[src/rtl/mem_stage_pkg.sv]
// mem_stage shared definitions: bus widths, stall levels, load flags,
// FSM encodings and bus layouts. Optional feature macro: MEM_ADDR_EXC_EN.
package mem_stage_pkg;

  localparam int EX_TO_MEM_WD = 76;
  localparam int MEM_TO_WB_WD = 70;
  localparam int MEM_TO_ID_WD = 38;
  localparam int STALL_WD     = 6;

  localparam logic STOP    = 1'b1;
  localparam logic NO_STOP = 1'b0;

  localparam int MEM_STALL = 3;
  localparam int WB_STALL  = 4;

  // load flag bit order {lb, lbu, lh, lhu, lw}
  localparam int LB  = 4;
  localparam int LBU = 3;
  localparam int LH  = 2;
  localparam int LHU = 1;
  localparam int LW  = 0;

  typedef enum logic [1:0] {
    IDLE = 2'd0,
    WAIT = 2'd1,
    HELD = 2'd2
  } state_t;

  typedef struct packed {
    logic [31:0] pc;
    logic        ram_en;
    logic [3:0]  ram_wen;
    logic        sel_rf_res;
    logic        rf_we;
    logic [4:0]  rf_waddr;
    logic [31:0] ex_result;
  } ex_mem_t;

  typedef struct packed {
    logic [31:0] pc;
    logic        rf_we;
    logic [4:0]  rf_waddr;
    logic [31:0] rf_wdata;
  } mem_wb_t;

  typedef struct packed {
    logic        rf_we;
    logic [4:0]  rf_waddr;
    logic [31:0] rf_wdata;
  } mem_id_t;

  // Word loads need a 4-byte aligned address, half loads a 2-byte one.
  // All-zero flags on a load behave as lw.
  function automatic logic misaligned(
    input logic [4:0] flags,
    input logic [1:0] addr
  );
    logic lw_eff;
    lw_eff = flags[LW] | (flags == 5'd0);
    return (lw_eff & (|addr)) |
           ((flags[LH] | flags[LHU]) & addr[0]);
  endfunction

endpackage

[src/rtl/mem_stage_if.sv]
// mem_stage interface: EX->MEM inputs, SRAM read return, WB/ID buses.
// MEM_ADDR_EXC_EN adds the mem_addr_exc flag.
interface mem_stage_if
  import mem_stage_pkg::*;
();

  logic [STALL_WD-1:0]     stall;
  logic [EX_TO_MEM_WD-1:0] ex_to_mem_bus;
  logic [4:0]              load_sram_ex_data;
  logic [3:0]              data_ram_sel;
  logic [31:0]             data_sram_rdata;
  logic                    data_sram_rvalid;
  logic [MEM_TO_WB_WD-1:0] mem_to_wb_bus;
  logic [MEM_TO_ID_WD-1:0] mem_to_id_bus;
  logic                    stallreq_for_mem;
`ifdef MEM_ADDR_EXC_EN
  logic                    mem_addr_exc;
`endif

  modport master (
    output stall,
    output ex_to_mem_bus,
    output load_sram_ex_data,
    output data_ram_sel,
    output data_sram_rdata,
    output data_sram_rvalid,
`ifdef MEM_ADDR_EXC_EN
    input  mem_addr_exc,
`endif
    input  mem_to_wb_bus,
    input  mem_to_id_bus,
    input  stallreq_for_mem
  );

  modport slave (
    input  stall,
    input  ex_to_mem_bus,
    input  load_sram_ex_data,
    input  data_ram_sel,
    input  data_sram_rdata,
    input  data_sram_rvalid,
`ifdef MEM_ADDR_EXC_EN
    output mem_addr_exc,
`endif
    output mem_to_wb_bus,
    output mem_to_id_bus,
    output stallreq_for_mem
  );

endinterface

[src/rtl/mem_stage_load_align.sv]
// Load data lane select and sign/zero extension.
// Pure combinational; all-zero flags pass the word through.
module mem_stage_load_align
  import mem_stage_pkg::*;
(
  input  logic [31:0] raw,
  input  logic [3:0]  sel,
  input  logic [4:0]  flags,
  output logic [31:0] data
);

  logic [7:0]  byte_v;
  logic [15:0] half_v;

  // pick the byte and half lanes from the byte-select
  always_comb begin
    byte_v = 8'h00;
    half_v = 16'h0000;
    unique case (sel)
      4'b0001: byte_v = raw[7:0];
      4'b0010: byte_v = raw[15:8];
      4'b0100: byte_v = raw[23:16];
      4'b1000: byte_v = raw[31:24];
      default: byte_v = 8'h00;
    endcase
    unique case (sel)
      4'b0011: half_v = raw[15:0];
      4'b1100: half_v = raw[31:16];
      default: half_v = 16'h0000;
    endcase
  end

  // extend according to the load type
  always_comb begin
    data = raw;
    unique case (1'b1)
      flags[LB]:  data = {{24{byte_v[7]}}, byte_v};
      flags[LBU]: data = {24'h0, byte_v};
      flags[LH]:  data = {{16{half_v[15]}}, half_v};
      flags[LHU]: data = {16'h0, half_v};
      default:    data = raw;
    endcase
  end

endmodule

[src/rtl/mem_stage.sv]
// MIPS MEM stage: EX->MEM register, SRAM wait FSM, load alignment.
// MEM_ADDR_EXC_EN enables misaligned-load detection (mem_addr_exc).
module mem_stage
  import mem_stage_pkg::*;
(
  input  logic       clk,
  input  logic       rst,
  mem_stage_if.slave bus
);

  ex_mem_t     ex_r;
  logic [4:0]  flags_r;
  logic [3:0]  sel_r;
  state_t      state;
  state_t      state_n;
  logic [31:0] data_buf;
  logic        cap;
  logic        stallreq;
  logic        is_load;
  logic        bad_addr;
  logic        load_go;
  logic        rvalid;
  logic        mem_stop;
  logic        wb_stop;
  logic [31:0] raw;
  logic [31:0] ld_data;
  logic [31:0] wdata;
  logic        we;
  mem_wb_t     wb;
  mem_id_t     fwd;
  logic        unused;

  assign rvalid   = bus.data_sram_rvalid;
  assign mem_stop = bus.stall[MEM_STALL] == STOP;
  assign wb_stop  = bus.stall[WB_STALL] == STOP;

  // pipeline register: bubble when MEM stalls and WB runs
  always_ff @(posedge clk) begin
    if (rst || (mem_stop && !wb_stop)) begin
      ex_r    <= '0;
      flags_r <= '0;
      sel_r   <= '0;
    end else if (!mem_stop) begin
      ex_r    <= bus.ex_to_mem_bus;
      flags_r <= bus.load_sram_ex_data;
      sel_r   <= bus.data_ram_sel;
    end
  end

  assign is_load = ex_r.sel_rf_res & ex_r.ram_en;

`ifdef MEM_ADDR_EXC_EN
  assign bad_addr = is_load &
    misaligned(flags_r, ex_r.ex_result[1:0]);
  assign bus.mem_addr_exc = bad_addr;
`else
  assign bad_addr = 1'b0;
`endif

  assign load_go = is_load & ~bad_addr;

  // wait FSM state and captured read data
  always_ff @(posedge clk) begin
    if (rst) begin
      state    <= IDLE;
      data_buf <= '0;
    end else begin
      state <= state_n;
      if (cap) data_buf <= bus.data_sram_rdata;
    end
  end

  // next state, capture and stall request
  always_comb begin
    state_n  = state;
    cap      = 1'b0;
    stallreq = 1'b0;
    unique case (state)
      IDLE: begin
        if (load_go) begin
          if (!rvalid) begin
            state_n  = WAIT;
            stallreq = 1'b1;
          end else if (mem_stop) begin
            state_n = HELD;
            cap     = 1'b1;
          end
        end
      end
      WAIT: begin
        if (rvalid) begin
          if (mem_stop) begin
            state_n = HELD;
            cap     = 1'b1;
          end else begin
            state_n = IDLE;
          end
        end else begin
          stallreq = 1'b1;
        end
      end
      HELD: begin
        if (!mem_stop) state_n = IDLE;
      end
      default: state_n = IDLE;
    endcase
  end

  assign raw = (state == HELD) ? data_buf : bus.data_sram_rdata;

  mem_stage_load_align u_align (
    .raw   (raw),
    .sel   (sel_r),
    .flags (flags_r),
    .data  (ld_data)
  );

  assign wdata = is_load ? ld_data : ex_r.ex_result;
  assign we    = ex_r.rf_we & ~bad_addr;

  assign wb.pc       = ex_r.pc;
  assign wb.rf_we    = we;
  assign wb.rf_waddr = ex_r.rf_waddr;
  assign wb.rf_wdata = wdata;

  assign fwd.rf_we    = we & ~stallreq;
  assign fwd.rf_waddr = ex_r.rf_waddr;
  assign fwd.rf_wdata = wdata;

  assign bus.mem_to_wb_bus    = wb;
  assign bus.mem_to_id_bus    = fwd;
  assign bus.stallreq_for_mem = stallreq;

  assign unused = ^{ex_r.ram_wen, bus.stall[5], bus.stall[2:0]};

endmodule

[src/flat_wrapper.sv]
// flat-port wrapper written by rule: the top's interface ports become plain ports
module mem_stage_flat import mem_stage_pkg::*;
  (clk, rst, bus_stall, bus_ex_to_mem_bus, bus_load_sram_ex_data, bus_data_ram_sel, bus_data_sram_rdata, bus_data_sram_rvalid, bus_mem_to_wb_bus, bus_mem_to_id_bus, bus_stallreq_for_mem);
  mem_stage_if bus_i ();
  input  logic clk;
  input  logic rst;
  input wire logic [$bits(bus_i.stall)-1:0] bus_stall;
  input wire logic [$bits(bus_i.ex_to_mem_bus)-1:0] bus_ex_to_mem_bus;
  input wire logic [$bits(bus_i.load_sram_ex_data)-1:0] bus_load_sram_ex_data;
  input wire logic [$bits(bus_i.data_ram_sel)-1:0] bus_data_ram_sel;
  input wire logic [$bits(bus_i.data_sram_rdata)-1:0] bus_data_sram_rdata;
  input wire logic [$bits(bus_i.data_sram_rvalid)-1:0] bus_data_sram_rvalid;
  output wire logic [$bits(bus_i.mem_to_wb_bus)-1:0] bus_mem_to_wb_bus;
  output wire logic [$bits(bus_i.mem_to_id_bus)-1:0] bus_mem_to_id_bus;
  output wire logic [$bits(bus_i.stallreq_for_mem)-1:0] bus_stallreq_for_mem;
  assign bus_i.stall = bus_stall;
  assign bus_i.ex_to_mem_bus = bus_ex_to_mem_bus;
  assign bus_i.load_sram_ex_data = bus_load_sram_ex_data;
  assign bus_i.data_ram_sel = bus_data_ram_sel;
  assign bus_i.data_sram_rdata = bus_data_sram_rdata;
  assign bus_i.data_sram_rvalid = bus_data_sram_rvalid;
  assign bus_mem_to_wb_bus = bus_i.mem_to_wb_bus;
  assign bus_mem_to_id_bus = bus_i.mem_to_id_bus;
  assign bus_stallreq_for_mem = bus_i.stallreq_for_mem;
  mem_stage u_core (.clk(clk), .rst(rst), .bus(bus_i));
endmodule
[config.mk]
export PLATFORM = sky130hd
export DESIGN_NAME = mem_stage_flat
export DESIGN_NICKNAME = d
export VERILOG_FILES = /design/src/rtl/mem_stage_pkg.sv /design/src/rtl/mem_stage_if.sv /design/src/rtl/mem_stage_load_align.sv /design/src/rtl/mem_stage.sv /design/src/flat_wrapper.sv
export SDC_FILE = /design/constraint.sdc
export NUM_CORES = 1
export LEC_CHECK = 0
export ABC_AREA = 1
export CAP_MARGIN = 20
export CORE_ASPECT_RATIO = 0.7
export CORE_MARGIN = 1.5
export CORE_UTILIZATION = 49
export CTS_BUF_LIST = sky130_fd_sc_hd__clkbuf_16
export DETAILED_ROUTE_END_ITERATION = 16
export HOLD_SLACK_MARGIN = 0.08
export PLACE_DENSITY_LB_ADDON = 0.1
export SLEW_MARGIN = 20
export SYNTH_ARGS = -nofsm -noshare
export SYNTH_HDL_FRONTEND = slang
export SYNTH_SLANG_ARGS = --single-unit
[constraint.sdc]
create_clock -name clk -period 5.1 [get_ports clk]
set_clock_uncertainty 0.15 [all_clocks]
set_input_delay 1.02 -clock clk [delete_from_list [all_inputs] [get_ports clk]]
set_output_delay 1.02 -clock clk [all_outputs]
set_load 0.05 [all_outputs]
==> results by group, run 1 <==
Die
  – Core ar.: 0.0125 sq mm
  – Die Width: 139 microns
  – Number of I/O pins: 235
  – Chip Height: 97.9 microns
  – Std-Cell Rows: 34
  – Die ar.: 0.0136 sq mm
  – Initial Util: 0.505

Setup path
  – Critical Path Most Common Cell: nand2_1
  – Crit-path leading delay family: buffers and inverters
  – CP Class: primary input to primary output
  – CP startpoint kind: primary input
  – WP data arrival: 3.39 ns
  – Crit. path cell count: 8
  – Crit. End Element: primary output
  – Crit path max fanout: 3
  – Slowest CP cell: clkdlybuf4s50_1
  – Cells on worst reg2reg path: 9
  – Worst-path cell chain: clkdlybuf4s50_1 -> nand2_1 -> nand2_1 -> nand2_1 -> nand2_1 -> o21ai_0 -> a21oi_1 -> clkdlybuf4s50_1
  – Slowest Stage Delay on Critical Path: 0.90 ns
  – Worst Path Required: 3.93 ns
  – Buf/Inv on CP: 2

Place
  – Hpwl dp: 12,200 microns
  – I/O Buffers: 225
  – Routability congestion estimate: 0.919

Global route
  – Met2 usage: 0.398
  – GRT overflow: 0
  – GR peak layer: met2
  – Antenna violations before repair: 0
  – Met3 Track Usage GR: 0.103
  – Vias in the first global route: 5,714
  – GRT Overall Usage: 0.260
  – GR met1 Demand/Resource: 0.340
  – Largest net degree at the start of global routing: 81
  – First-pass GRT wire length: 28,600 microns

STA
  – Fin crit period: 4.56 ns
  – RSZ-0062 raised after global routing: no
  – Max Freq: 0.219 GHz
  – Fin. max-slew vios: 0
  – Setup TNS Final: 0 ns
  – Post-route clock period utilization: 0.894
  – Setup violators final: 0
  – Final Hold Vio Count: 0
  – Worst slew pin tran: 1.03 ns
  – Slew HR: 0.315

Route
  – Avg WL per Cell: 14.0 microns
  – Total Wirelength: 17,800 microns
  – DRT Pass-1 Iters: 5
  – DRC: 0
  – Vias per inst: 4.99
  – Detail Route Antenna Nets: 0
  – DR iter-0 viols: 517
  – Via count: 6,346

Clock tree
  – CTS tree: done
  – Clock Latency Late Sink: 0.41 ns
  – Root Buffer: clkbuf_16
  – Postcts setup bufs: 0
  – H-Tree Depth: 4
  – Clock buffer depth: 2
  – CTS Buf Count: 17
  – Hold_buf cts: 0
  – Post_cts resized: 0
  – CTS clk-pin slew, worst paths: 0.05 ns
  – TritonCTS Sinks: 114

Final layout
  – Most frequent cells in the layout: nand2_1, clkdlybuf4s50_1, a21oi_1
  – Register area: 0.00228 sq mm
  – Nets: 1,224
  – Ant diodes: 0
  – Most common cell after layout, fill and taps aside: nand2_1
  – Layout cell share with drive strength beyond 1: 0.0874
  – Area growth, synth to finish: 35.8%
  – Filler Cells Inserted: 1,136
  – Multi-input logic area: 0.00308 sq mm

Synthesis
  – Synth Area per Inst: 6.46 sq um
  – Post-synthesis cell count: 977
  – Netlist cell types: 23
  – Flops & latches, synth: 114
  – Mapped cell area: 0.00631 sq mm
  – Syn_nets: 1,103
  – Yosys Warn Count: 0
  – Post-synthesis sequential area ratio: 0.362

Power and ir drop
  – PwrDens: 307 mW/mm^2
  – Static Leak: 3.54 nW
  – Max IR drop VDD: 247 uV
  – Total power: 2.63 mW

Hold path
  – Hold Crit Depth: 2
  – Class of the worst hold path: flip-flop to flip-flop

Flow run
  – MaxCap Viol Count: 0

Status
  – Outcome: finished clean
## logic make-up (layout without fill, tap and decap cells)
logic type / after synthesis / in the layout / synth area share
buffers and inverters: 161 / 294 / 0.152
and+or+nand+nor: 538 / 538 / 0.349
AOI/OAI and AO/OA: 164 / 164 / 0.137
DFF: 114 / 114 / 0.362
## state kept, by name, indices dropped and copies added, names as in the netlist
register,cells
u_core.bus.mem_to_wb_bus,32
u_core.ex_r,34
u_core.sel_r,4
u_core.data_buf,32
u_core.we,1
u_core.state,2
u_core.bus.mem_to_id_bus,5
u_core.flags_r,4
## cell type report
cell class,count,share of cell area
Clock buffer,17,0.0496
Clock inverter,14,0.0184
Inverter,29,0.0127
Multi-Input combinational cell,702,0.359
Sequential cell,114,0.266
Tap cell,162,0.0237
Timing Repair Buffer,234,0.270
## synth_stat cells
| master | number | area [sq um] |
|---|---|---|
| inv_2 | 7 | 26.3 |
| a21oi_1 | 121 | 606 |
| or2_2 | 18 | 113 |
| nor3_2 | 2 | 20.0 |
| buf_1 | 1 | 3.75 |
| buf_2 | 7 | 35.0 |
| clkbuf_1 | 35 | 131 |
| nor2_1 | 88 | 330 |
| o21ai_0 | 33 | 165 |
| dfxtp_1 | 114 | 2280 |
| nor2_4 | 1 | 11.3 |
| o21ai_4 | 1 | 16.3 |
| a21oi_2 | 8 | 70.1 |
| nor2_2 | 1 | 6.26 |
| nand4_1 | 8 | 50.1 |
| nand3_2 | 12 | 120 |
| o21ai_1 | 1 | 5.00 |
| nand2_2 | 5 | 31.3 |
| buf_6 | 4 | 45.0 |
| nand2_1 | 396 | 1490 |
| buf_4 | 85 | 638 |
| inv_1 | 22 | 82.6 |
| nand3_1 | 7 | 35.0 |
## final timing paths
kind         slack (ns)               startpoint                    to
max                0.54  bus_data_sram_rdata[15]  bus_mem_to_wb_bus[7]
min                0.31          u_core.ex_r[24]       u_core.ex_r[24]
max reg2reg        1.96          u_core.ex_r[38]   u_core.data_buf[29]
min reg2reg        0.31          u_core.ex_r[24]       u_core.ex_r[24]
## power by group
group	leakage, nW	switching (mW)	internal, mW
Clock	0.276	0.456	0.722
Combinational	2.34	0.317	0.201
Sequential	0.930	0.0162	0.922
## metal layers
layer  vias up  part of all wire
met5         -                 0
met4         0             0.015
met3        28              0.10
met2       257              0.43
met1      2827              0.45
li1       3234                 -
## metrics by stage
step / hold WS, ns / util / cells / instance area [sq um] / worst slack (ns)
floorplan: 0.290 / - / 977 / 6310 / 1.36
global placement: 0.297 / 0.638 / 1241 / 7990 / 0.635
detailed placement: 0.302 / 0.638 / 1241 / 7990 / 0.623
CTS: 0.311 / 0.685 / 1272 / 8570 / 0.593
global route: 0.325 / 0.685 / 1272 / 8570 / 0.406
finish: 0.310 / 0.685 / 1272 / 8570 / 0.540
## worst register-to-register path, delay by kind of cell (launching register included)
kind / cells / cell delay [ns]
flops: 1 / 0.33
buf+inv: 4 / 1.85
simple gates: 5 / 0.75
Power figures use the tool's default switching activity.
==> run 2, diff against run 1 <==
--- a/config.mk
+++ b/config.mk
@@ -9,8 +9,9 @@
 export CAP_MARGIN = 20
 export CORE_ASPECT_RATIO = 0.7
 export CORE_MARGIN = 1.5
-export CORE_UTILIZATION = 49
+export CORE_UTILIZATION = 41
 export CTS_BUF_LIST = sky130_fd_sc_hd__clkbuf_16
+export CTS_CLUSTER_DIAMETER = 60
 export DETAILED_ROUTE_END_ITERATION = 16
 export HOLD_SLACK_MARGIN = 0.08
 export PLACE_DENSITY_LB_ADDON = 0.1
==> constraint.sdc (replaced) <==
create_clock -name clk -period 3.8 [get_ports clk]
set_clock_uncertainty 0.15 [all_clocks]
set_input_delay 0.76 -clock clk [delete_from_list [all_inputs] [get_ports clk]]
set_output_delay 0.76 -clock clk [all_outputs]
set_load 0.05 [all_outputs]
==> run 2 against run 1 <==
Against the previous run:
- final cell count up 3.2%
- sequential power up 34%
- flip-flop and latch count unchanged
- final area up 0.69%
- clock power up 40%
- global-route usage down 3.3 points
- critical endpoint is now bus_mem_to_id_bus[1]
==> results by group, run 2 (synthesized netlist as in run 1, its figures left out) <==
Status
  – Outcome: finished clean (unchanged)

Final layout
  – Most frequent cells in the layout: nand2_1, clkdlybuf4s50_1, a21oi_1 (unchanged)
  – Max FFs per register: 34 (unchanged)
  – Nets: 1,231 (was 1,224)
  – Final Cell Area: 0.00863 sq mm (was 0.00857 sq mm)
  – Layout cell share with drive strength beyond 1: 0.150 (was 0.0874)
  – Area growth, synth to finish: 36.7% (was 35.8%)
  – Biggest register: u_core.ex_r (unchanged)
  – Most common cell after layout, fill and taps aside: nand2_1 (unchanged)
  – Ant diodes: 0 (unchanged)

Setup path
  – Crit. End Element: primary output (unchanged)
  – Slowest Stage Delay on Critical Path: 0.46 ns (was 0.90 ns)
  – Worst-path cell chain: or2_2 -> nor2_4 -> buf_4 -> nand2_1 -> nand2_1 -> a21oi_1 -> a21oi_1 -> buf_4 -> buf_12 (was clkdlybuf4s50_1 -> nand2_1 -> nand2_1 -> nand2_1 -> nand2_1 -> o21ai_0 -> a21oi_1 -> clkdlybuf4s50_1)
  – Crit-path leading delay family: simple AND/OR/NAND/NOR gates (was buffers and inverters)
  – CP Class: flip-flop to primary output (was primary input to primary output)
  – Buf/Inv on CP: 3 (was 2)
  – R2r setup slk: 1.85 ns (was 1.96 ns)
  – CP startpoint kind: flip-flop (was primary input)
  – Worst Path Required: 2.89 ns (was 3.93 ns)
  – Crit path max fanout: 19 (was 3)
  – WP data arrival: 2.54 ns (was 3.39 ns)
  – Cells on worst reg2reg path: 9 (unchanged)
  – Slowest CP cell: or2_2 (was clkdlybuf4s50_1)
  – Crit. path cell count: 9 (was 8)

Place
  – I/O Buffers: 225 (unchanged)
  – Routability congestion estimate: 0.921 (was 0.919)
  – Hpwl dp: 12,900 microns (was 12,200 microns)
  – Post-DP Area: 0.00802 sq mm (was 0.00799 sq mm)

Clock tree
  – Postcts setup bufs: 0 (unchanged)
  – CTS tree: done (unchanged)
  – CTS Buf Count: 17 (unchanged)
  – Hold_buf cts: 0 (unchanged)
  – TritonCTS Sinks: 114 (unchanged)
  – Clock Latency Late Sink: 0.41 ns (about the same)
  – Root Buffer: clkbuf_16 (unchanged)
  – Clock buffer depth: 2 (unchanged)
  – H-Tree Depth: 4 (unchanged)
  – Post_cts resized: 0 (unchanged)
  – CTS clk-pin slew, worst paths: 0.05 ns (about the same)

Die
  – Chip Height: 107 microns (was 97.9 microns)
  – Std-Cell Rows: 37 (was 34)
  – Die ar.: 0.0162 sq mm (was 0.0136 sq mm)
  – Die Width: 151 microns (was 139 microns)
  – Core ar.: 0.0149 sq mm (was 0.0125 sq mm)
  – Number of I/O pins: 235 (unchanged)
  – Initial Util: 0.425 (was 0.505)

Route
  – Vias per inst: 4.80 (was 4.99)
  – DR iter-0 viols: 310 (was 517)
  – Via count: 6,305 (was 6,346)
  – DRC: 0 (unchanged)
  – Total Wirelength: 18,400 microns (was 17,800 microns)
  – Avg WL per Cell: 14.0 microns (about the same)
  – Detail Route Antenna Nets: 0 (unchanged)
  – DRT Pass-1 Iters: 4 (was 5)

Power and ir drop
  – Total power: 3.61 mW (was 2.63 mW)
  – Static Leak: 3.73 nW (was 3.54 nW)
  – PwrDens: 418 mW/mm^2 (was 307 mW/mm^2)
  – Max IR drop VDD: 265 uV (was 247 uV)

STA
  – Setup violators final: 0 (unchanged)
  – Slew HR: 0.421 (was 0.315)
  – Setup TNS Final: 0 ns (unchanged)
  – Worst slew pin tran: 0.869 ns (was 1.03 ns)
  – Fin crit period: 3.45 ns
  – Post-route clock period utilization: 0.908
  – Final hold slack: 0.309 ns (was 0.310 ns)
  – Final Hold Vio Count: 0 (unchanged)
  – Max Freq: 0.290 GHz
  – RSZ-0062 raised after global routing: no (unchanged)
  – Fin. max-slew vios: 0 (unchanged)

Hold path
  – Class of the worst hold path: flip-flop to flip-flop (unchanged)
  – Hold Crit Depth: 2 (unchanged)

Flow run
  – MaxCap Viol Count: 0 (unchanged)

Global route
  – Vias in the first global route: 5,826 (was 5,714)
  – Antenna violations before repair: 1 (was 0)
  – GRT overflow: 0 (unchanged)
  – GRT Overall Usage: 0.227 (was 0.260)
  – First-pass GRT wire length: 28,800 microns (was 28,600 microns)
  – Largest net degree at the start of global routing: 82 (was 81)
==> run 2: changes by cell type in the layout (fill, tap and decap cells not counted), sizes merged <==
cell	change
buf	+71
bufinv	+1
clkdlybuf4s50	-64
==> run 2: worst reg2reg max path, stage by stage (launching register included) <==
cell,delay [ns]
dfxtp_1,0.34
nand2_1,0.33
inv_2,0.17
nor2_1,0.05
inv_1,0.06
nand4_1,0.09
inv_1,0.14
buf_4,0.34
nor2_1,0.09
nor2_1,0.12
==> run 2: through the flow <==
stage | instances | util | worst slack (ns)
4_1_cts | 1313 | 0.581 | 0.344
3_5_place_dp | 1281 | 0.540 | 0.463
5_1_grt | 1313 | 0.581 | 0.172
6_report | 1313 | 0.581 | 0.348
2_1_floorplan | 977 | - | 0.536
3_3_place_gp | 1281 | 0.540 | 0.468
==> run 2: final cells by class <==
class	instances	area (sq um)
fillers	1510	6230
multi-input cells	702	3080
repair buffers	241	2310
flip-flops and latches	114	2280
clock buffers	17	425
well taps	195	244
clock inverters	15	183
inverters	29	109
==> run 2: worst paths after layout <==
kind / from / endpoint
max reg2reg: u_core.ex_r[38] / u_core.data_buf[29]
min reg2reg: u_core.ex_r[27] / u_core.ex_r[27]
max: u_core.flags_r[2] / bus_mem_to_id_bus[1]
min: u_core.ex_r[27] / u_core.ex_r[27]
==> run 2: power by group <==
group          internal (mW)  switching, mW
Sequential              1.24         0.0215
Clock                   1.04          0.616
Combinational          0.270          0.429
Total                   2.54           1.07
==> run 2: metal layers <==
layer / part of all wire / global-route usage / routed length [microns]
met1: 0.45 / 0.294 / 8300
met2: 0.45 / 0.357 / 8200
met3: 0.091 / 0.0774 / 1670
met4: 0.011 / 0.0624 / 205
met5: 0.00071 / 0 / 13
==> run 3, diff against run 2 <==
--- a/config.mk
+++ b/config.mk
@@ -6,6 +6,7 @@
 export NUM_CORES = 1
 export LEC_CHECK = 0
 export ABC_AREA = 1
+export ABC_CLOCK_PERIOD_IN_PS = 3800
 export CAP_MARGIN = 20
 export CORE_ASPECT_RATIO = 0.7
 export CORE_MARGIN = 1.5
==> results of run 3 <==
No change in the layout: final DEF, timing and power equal those of run 2.
